--- config.mk ---
export PLATFORM = sky130hd
export DESIGN_NAME = c4_game_ctrl
export DESIGN_NICKNAME = d
export VERILOG_FILES = /design/src/rtl/c4_pkg.sv /design/src/rtl/c4_run_count.sv /design/src/rtl/c4_game_ctrl.sv
export SDC_FILE = /design/constraint.sdc
export NUM_CORES = 1
export LEC_CHECK = 0
export CORE_ASPECT_RATIO = 0.8
export CORE_MARGIN = 2
export CORE_UTILIZATION = 44
export CTS_CLUSTER_DIAMETER = 120
export CTS_CLUSTER_SIZE = 16
export DETAILED_ROUTE_END_ITERATION = 6
export HOLD_SLACK_MARGIN = 0.02
export SYNTH_ARGS = -nofsm -noshare
export SYNTH_HDL_FRONTEND = slang
export SYNTH_SLANG_ARGS = --single-unit
--- constraint.sdc ---
create_clock -name clk -period 18.3 [get_ports clk]
set_input_delay 1.83 -clock clk [delete_from_list [all_inputs] [get_ports clk]]
set_output_delay 1.83 -clock clk [all_outputs]
set_load 0.005 [all_outputs]
--- src/rtl/c4_pkg.sv ---
// Shared constants, types and grid-offset helpers for the connect-four engine.
// Latency: n/a (types and pure functions only).
// Backpressure: n/a.
package c4_pkg;

  localparam int ROWS      = 6;
  localparam int COLS      = 7;
  localparam int GRID_W    = 98;
  localparam int MAX_MOVES = 42;

  localparam logic [1:0] EMPTY = 2'b00;
  localparam logic [1:0] P1    = 2'b01;
  localparam logic [1:0] P2    = 2'b10;

  typedef enum logic [2:0] {
    SELECT,
    FALL,
    CHECK,
    WIN,
    DRAW
  } state_t;

  // Row 0 / column 0 is the leftmost (most significant) element, matching the
  // order in which the display stage scans the grid bus.
  typedef logic [0:ROWS-1][0:COLS-1][1:0] board_t;

  // MSB position of selector-row column c on the grid bus.
  function automatic int sel_hi(input logic [2:0] c);
    return 97 - 2 * int'(c);
  endfunction

  // MSB position of board cell (r, c) on the grid bus.
  function automatic int cell_hi(input logic [2:0] r, input logic [2:0] c);
    return 83 - 14 * int'(r) - 2 * int'(c);
  endfunction

endpackage

--- src/rtl/c4_run_count.sv ---
// Counts the run of same-coloured cells through an anchor cell along one direction.
// Latency: purely combinational.
// Backpressure: none; output follows inputs.
module c4_run_count
  import c4_pkg::*;
#(
  parameter int WIN_LEN = 4
) (
  input  board_t     i_board,
  input  logic [2:0] i_row,
  input  logic [2:0] i_col,
  input  logic [1:0] i_dir,
  input  logic [1:0] i_code,
  output logic [3:0] o_run
);

  int         w_dr;
  int         w_dc;
  int         w_r;
  int         w_c;
  logic       w_fwd_go;
  logic       w_bwd_go;
  logic [3:0] w_run;

  // Walk forward then backward from the anchor, each side capped at WIN_LEN-1.
  always_comb begin
    w_dr     = 0;
    w_dc     = 1;
    w_r      = 0;
    w_c      = 0;
    w_fwd_go = 1'b1;
    w_bwd_go = 1'b1;
    w_run    = 4'd1;
    case (i_dir)
      2'd0:    begin w_dr = 0;  w_dc = 1; end  // horizontal
      2'd1:    begin w_dr = 1;  w_dc = 0; end  // vertical
      2'd2:    begin w_dr = 1;  w_dc = 1; end  // down-right
      default: begin w_dr = -1; w_dc = 1; end  // up-right
    endcase
    for (int k = 1; k < WIN_LEN; k++) begin
      w_r = int'(i_row) + k * w_dr;
      w_c = int'(i_col) + k * w_dc;
      if (w_fwd_go && (w_r >= 0) && (w_r < ROWS) && (w_c >= 0) && (w_c < COLS) &&
          (i_board[w_r[2:0]][w_c[2:0]] == i_code)) begin
        w_run = w_run + 4'd1;
      end else begin
        w_fwd_go = 1'b0;
      end
    end
    for (int k = 1; k < WIN_LEN; k++) begin
      w_r = int'(i_row) - k * w_dr;
      w_c = int'(i_col) - k * w_dc;
      if (w_bwd_go && (w_r >= 0) && (w_r < ROWS) && (w_c >= 0) && (w_c < COLS) &&
          (i_board[w_r[2:0]][w_c[2:0]] == i_code)) begin
        w_run = w_run + 4'd1;
      end else begin
        w_bwd_go = 1'b0;
      end
    end
  end

  assign o_run = w_run;

endmodule

--- src/rtl/c4_game_ctrl.sv ---
// Connect-four engine: board, selector, turns, fall animation, win/draw; drives grid bus.
// Latency: grid is registered and reflects the new state one clock after the causing input.
// Backpressure: none; pulses arriving in states that do not use them are dropped.
// Optional build macro C4_SELECT_WRAP_EN: selector wraps 0<->6 instead of saturating.
module c4_game_ctrl
  import c4_pkg::*;
#(
  parameter int START_COL = 3,
  parameter int WIN_LEN   = 4
) (
  input  logic              clk,
  input  logic              rst_n,
  input  logic              btn_left,
  input  logic              btn_right,
  input  logic              btn_drop,
  input  logic              step_tick,
  output logic [GRID_W-1:0] grid,
  output logic [1:0]        winner,
  output logic              game_over,
  output logic              busy
);

  localparam logic [2:0]        L_START    = 3'(START_COL);
  localparam logic [2:0]        L_LAST_COL = 3'(COLS - 1);
  localparam logic [GRID_W-1:0] L_GRID_RST = {{(GRID_W-2){1'b0}}, P1} << (96 - 2 * START_COL);

  state_t            r_state,      w_state_nxt;
  board_t            r_board,      w_board_nxt;
  logic [1:0]        r_player,     w_player_nxt;
  logic [2:0]        r_sel_col,    w_sel_col_nxt;
  logic [2:0]        r_fall_row,   w_fall_row_nxt;
  logic [1:0]        r_dir,        w_dir_nxt;
  logic              r_win_flag,   w_win_flag_nxt;
  logic [1:0]        r_winner,     w_winner_nxt;
  logic [5:0]        r_move_count, w_move_count_nxt;
  logic [GRID_W-1:0] r_grid,       w_grid_nxt;
  logic [3:0]        w_run;
  logic              w_hit;

  // Run length through the last committed piece along the direction under test.
  c4_run_count #(
    .WIN_LEN (WIN_LEN)
  ) u_run_count (
    .i_board (r_board),
    .i_row   (r_fall_row),
    .i_col   (r_sel_col),
    .i_dir   (r_dir),
    .i_code  (r_player),
    .o_run   (w_run)
  );

  assign w_hit = (w_run >= 4'(WIN_LEN));

  // State register: all game state, cleared by async reset (drops any in-flight piece).
  always_ff @(posedge clk or negedge rst_n) begin
    if (!rst_n) begin
      r_state      <= SELECT;
      r_board      <= '0;
      r_player     <= P1;
      r_sel_col    <= L_START;
      r_fall_row   <= 3'd0;
      r_dir        <= 2'd0;
      r_win_flag   <= 1'b0;
      r_winner     <= EMPTY;
      r_move_count <= 6'd0;
      r_grid       <= L_GRID_RST;
    end else begin
      r_state      <= w_state_nxt;
      r_board      <= w_board_nxt;
      r_player     <= w_player_nxt;
      r_sel_col    <= w_sel_col_nxt;
      r_fall_row   <= w_fall_row_nxt;
      r_dir        <= w_dir_nxt;
      r_win_flag   <= w_win_flag_nxt;
      r_winner     <= w_winner_nxt;
      r_move_count <= w_move_count_nxt;
      r_grid       <= w_grid_nxt;
    end
  end

  // Next-state logic: selector moves, drop, fall stepping, 4-cycle direction scan, restart.
  always_comb begin
    w_state_nxt      = r_state;
    w_board_nxt      = r_board;
    w_player_nxt     = r_player;
    w_sel_col_nxt    = r_sel_col;
    w_fall_row_nxt   = r_fall_row;
    w_dir_nxt        = r_dir;
    w_win_flag_nxt   = r_win_flag;
    w_winner_nxt     = r_winner;
    w_move_count_nxt = r_move_count;
    case (r_state)
      SELECT: begin
        if (btn_drop) begin
          // A full column swallows the drop without changing anything.
          if (r_board[0][r_sel_col] == EMPTY) begin
            w_fall_row_nxt = 3'd0;
            w_state_nxt    = FALL;
          end
        end else if (btn_left && !btn_right) begin
`ifdef C4_SELECT_WRAP_EN
          w_sel_col_nxt = (r_sel_col == 3'd0) ? L_LAST_COL : r_sel_col - 3'd1;
`else
          if (r_sel_col != 3'd0) begin
            w_sel_col_nxt = r_sel_col - 3'd1;
          end
`endif
        end else if (btn_right && !btn_left) begin
`ifdef C4_SELECT_WRAP_EN
          w_sel_col_nxt = (r_sel_col == L_LAST_COL) ? 3'd0 : r_sel_col + 3'd1;
`else
          if (r_sel_col != L_LAST_COL) begin
            w_sel_col_nxt = r_sel_col + 3'd1;
          end
`endif
        end
      end
      FALL: begin
        if (step_tick) begin
          if ((r_fall_row < 3'd5) && (r_board[r_fall_row + 3'd1][r_sel_col] == EMPTY)) begin
            w_fall_row_nxt = r_fall_row + 3'd1;
          end else begin
            w_board_nxt[r_fall_row][r_sel_col] = r_player;
            w_move_count_nxt = r_move_count + 6'd1;
            w_dir_nxt        = 2'd0;
            w_win_flag_nxt   = 1'b0;
            w_state_nxt      = CHECK;
          end
        end
      end
      CHECK: begin
        w_dir_nxt = r_dir + 2'd1;
        if (w_hit) begin
          w_win_flag_nxt = 1'b1;
        end
        if (r_dir == 2'd3) begin
          if (r_win_flag || w_hit) begin
            w_winner_nxt = r_player;
            w_state_nxt  = WIN;
          end else if (r_move_count == 6'(MAX_MOVES)) begin
            w_state_nxt = DRAW;
          end else begin
            w_player_nxt = r_player ^ 2'b11;
            w_state_nxt  = SELECT;
          end
        end
      end
      WIN, DRAW: begin
        if (btn_drop) begin
          w_board_nxt      = '0;
          w_winner_nxt     = EMPTY;
          w_move_count_nxt = 6'd0;
          w_win_flag_nxt   = 1'b0;
          w_player_nxt     = P1;
          w_sel_col_nxt    = L_START;
          w_state_nxt      = SELECT;
        end
      end
      default: begin
        w_state_nxt = SELECT;
      end
    endcase
  end

  // Render the grid from next-state values so the registered bus matches the state register.
  always_comb begin
    w_grid_nxt = '0;
    for (int r = 0; r < ROWS; r++) begin
      for (int c = 0; c < COLS; c++) begin
        w_grid_nxt[cell_hi(3'(r), 3'(c)) -: 2] = w_board_nxt[r][c];
      end
    end
    if (w_state_nxt == SELECT) begin
      w_grid_nxt[sel_hi(w_sel_col_nxt) -: 2] = w_player_nxt;
    end else if (w_state_nxt == FALL) begin
      w_grid_nxt[cell_hi(w_fall_row_nxt, w_sel_col_nxt) -: 2] = w_player_nxt;
    end
  end

  assign grid      = r_grid;
  assign winner    = r_winner;
  assign game_over = (r_state == WIN) || (r_state == DRAW);
  assign busy      = (r_state == FALL) || (r_state == CHECK);

endmodule

==> flow_summary.toml <==
[clocking]
clk_root_buffer_cell = "sky130_fd_sc_hd__clkbuf_16"
post_cts_hold_buffer_count = 0
cts-htree-levels = 1
cts_resized = 0
clock_slew_seen_by_the_registers_of_the_worst_setup_and_hold_paths_ps = 70
tritoncts = "done"
cts_setup_buffers = 0
cts_inserted_buffers = 16
number_of_sinks_handled_by_clock_tree_synthesis = 204
clk_buf_depth = 3
clk_latency_ps = 510

[timing]
relSlewSlack = 0.160
final-setup-viol-count = 0
transition_time_of_the_tightest_slew_check_pin_ps = 1250
grt_setup_unrepaired = "no"
total_negative_setup_slack_ps = 0
timing.hold.ws_ps = 509
fin_skew_ps = 14.6
max_freq_mhz = 93.2
max_slew_vio_count = 0
layout_worst_path_cycle_share = 0.586
hold_violations = 0
period_needed_ps = 10730

[routing]
via_count = 14700
vias_per_cell = 6.54
drt_iter0_markers = 2103
number_of_antenna_violating_nets_in_the_routed_design = 0
wl_per_cell_microns = 26.9
finalWirelength_mm = 60.6
number_of_remaining_drc_errors = 0
detailedRoute.firstPassIterationCount = 5

[placed_design]
place.detailed.hpwl_mm = 45.9
io_buffers = 107
gp_routability_congestion = 1.01
number_of_placed_instances_taps_included = 2230
placement.cell_area_sq_um = 17200

[yosys]
netlist.area_leader.share = 0.318
synth-seq-area-share = 0.325
synth_warnings = 0
synth.lib_cells_used.distinct = 90
post_synth_main_area_contributors = "sky130_fd_sc_hd__dfrtp_1 32%, sky130_fd_sc_hd__mux4_2 7.6%, sky130_fd_sc_hd__ha_1 7.6%"
synthesized_area_divided_by_synthesized_cell_count_sq_um = 9.15
yosys.cell_count.top_type = "sky130_fd_sc_hd__dfrtp_1"
syn-cell-area_sq_um = 15700
synth_enable_flop_cells = 0
netlist_top_cells_count = "200 x sky130_fd_sc_hd__dfrtp_1, 176 x sky130_fd_sc_hd__nand2_1, 141 x sky130_fd_sc_hd__o21ai_0, 112 x sky130_fd_sc_hd__a21oi_1, 109 x sky130_fd_sc_hd__nor2_1"
synth.ff_latch_count = 204
ys_async_sr_fraction = 1.00
cell_taking_the_most_area_after_synthesis = "sky130_fd_sc_hd__dfrtp_1"
synth.net_count = 1834
ys_dominant_reg_cell = "sky130_fd_sc_hd__dfrtp_1"
netlist_instances = 1720

[die]
initial_core_util = 0.450
core_region_area_sq_um = 35000
design.portCount = 108
die_w_microns = 215
chipHeight_microns = 173
rows = 61
die-area_sq_um = 37300

[grt]
first_pass_grt_wire_length_mm = 90.8
grt-busiest-layer = "met1"
global_route.usage.total = 0.320
grt.met1_usage = 0.485
grt-ovfl-total = 0
antenna_found_initial = 1
maximum_number_of_pins_on_one_net_before_global_route_repair = 87
use_met2 = 0.466
first_global_vias = 14000
global_route.usage.met3 = 0.0686

[finish]
final_design_area_no_fill_sq_um = 17600
areaGrowthSynthToFinish_pct = 12.2
final_nets = 1890
filler_cell_count = 3298
layout-drive-gt1-share = 0.116
final_cell_count_no_fill = 2254

[critical_path]
cp_dominant_cell_by_count = "sky130_fd_sc_hd__a21oi_1"
rrSetupSlack_ps = 7570
worst-path-buf-inv = 3
cp_data_required_time_ps = 18690
worst-setup-path-type = "flop to flop"
r2r_cell_count = 31
timing.rr.end = "grid[74]$_DFF_PN0_"
start_kind = "flop"
cp_max_fo = 54
slowest_stage = "sky130_fd_sc_hd__a211oi_2"
critical_path.max_stage_delay_ps = 1020
worst_r2r_startpoint = "r_fall_row[0]$_DFF_PN0_"
worst_ep_arrival_time_ps = 11120
worstSetupEndpointType = "flop"
crit_path_leading_delay_family = "simple AND/OR/NAND/NOR gates"

[run]
maxCapViolations = 0

[status]
status = "finished, final reports clean"

[worst_hold_path]
min-delay-path-class = "flop to flop"
hold_depth = 1
hold_start = "winner[0]$_DFFE_PN0P_"
hold_ep = "winner[0]$_DFFE_PN0P_"
logic make-up after synthesis:
group,Yosys count,synth area share
AOI/OAI and AO/OA,474,0.196
xor gates and xnor gates,36,0.0217
adders and majority gates,108,0.0921
buffers and inverters,199,0.0540
DFF,204,0.325
muxes,149,0.141
and+or+nand+nor,550,0.170
worst max path at each step:
| stage | start | end | slack [ps] | cells after the start |
|---|---|---|---|---|
| 5_1_grt | r_fall_row[0]$_DFF_PN0_ | grid[90]$_DFF_PN1_ | 6930 | 31 |
| 4_1_cts | r_fall_row[0]$_DFF_PN0_ | grid[90]$_DFF_PN1_ | 7880 | 31 |
| 2_1_floorplan | r_dir[0]$_DFFE_PN0P_ | grid[47]$_DFF_PN0_ | 8660 | 37 |
| 6_report | r_fall_row[0]$_DFF_PN0_ | grid[74]$_DFF_PN0_ | 7570 | 31 |
| 3_3_place_gp | r_fall_row[0]$_DFF_PN0_ | grid[74]$_DFF_PN0_ | 8160 | 31 |
| 3_5_place_dp | r_fall_row[0]$_DFF_PN0_ | grid[90]$_DFF_PN1_ | 7910 | 31 |
per-stage QoR:
step	util	setup slack, ps
floorplan	-	8660
global placement	0.492	8160
detailed placement	0.492	7910
CTS	0.505	7880
global route	0.505	6930
finish	0.505	7570
worst reg2reg max path, delay by kind of cell (launching register included):
family / cells / cell delay [ps]
multiplexers: 2 / 1040
buffers and inverters: 3 / 1430
adder cells (fa/ha/maj): 4 / 1620
XOR/XNOR: 2 / 340
AO/OA/AOI/OAI: 9 / 2520
AND/OR/NAND/NOR: 11 / 3300
flip-flops: 1 / 360
layout make-up:
cell class	instances	area [sq um]	share of cell area
Clock buffer	20	415	0.0235
Clock inverter	2	21.3	0.00121
Multi-Input combinational cell	1317	9800	0.555
Antenna cell	2	5.00	0.000284
Sequential cell	204	5110	0.290
Inverter	92	345	0.0196
Timing Repair Buffer	145	1360	0.0771
Tap cell	472	591	0.0335
sequential cells by signal, indices dropped and copies added, names as in the netlist:
register	flops
r_board	84
winner	2
r_sel_col	3
r_dir	2
r_state	3
r_fall_row	3
r_move_count	6
r_player	2
grid	98
r_win_flag	1
cell usage in the layout (no fill, tap or decap), drive strengths merged, types with 13 or more instances in the layout:
cell,synthesis,layout
dfrtp,200,200
nand2,176,176
o21ai,150,150
a21oi,112,112
nor2,111,111
clkdlybuf4s50,0,106
ha,95,95
inv,90,90
nor3,66,66
nand3,56,56
mux2i,56,56
mux4,53,53
mux2,40,40
o22ai,39,39
buf,38,38
a31oi,34,34
nor4,24,24
a22o,23,23
xnor2,21,21
clkbuf,69,21
and3,20,20
nor2b,18,18
xor2,15,15
fa,13,13
nand2b,13,13
layer usage:
| layer | vias up | share of wire |
|---|---|---|
| li1 | 6466 | - |
| met1 | 7389 | 0.46 |
| met2 | 789 | 0.42 |
| met3 | 102 | 0.10 |
| met4 | 0 | 0.023 |
| met5 | - | 0 |
Power is left out: the tool's default activity adds up to more than one toggle a clock period on the data nets, which glitch-free logic cannot reach.
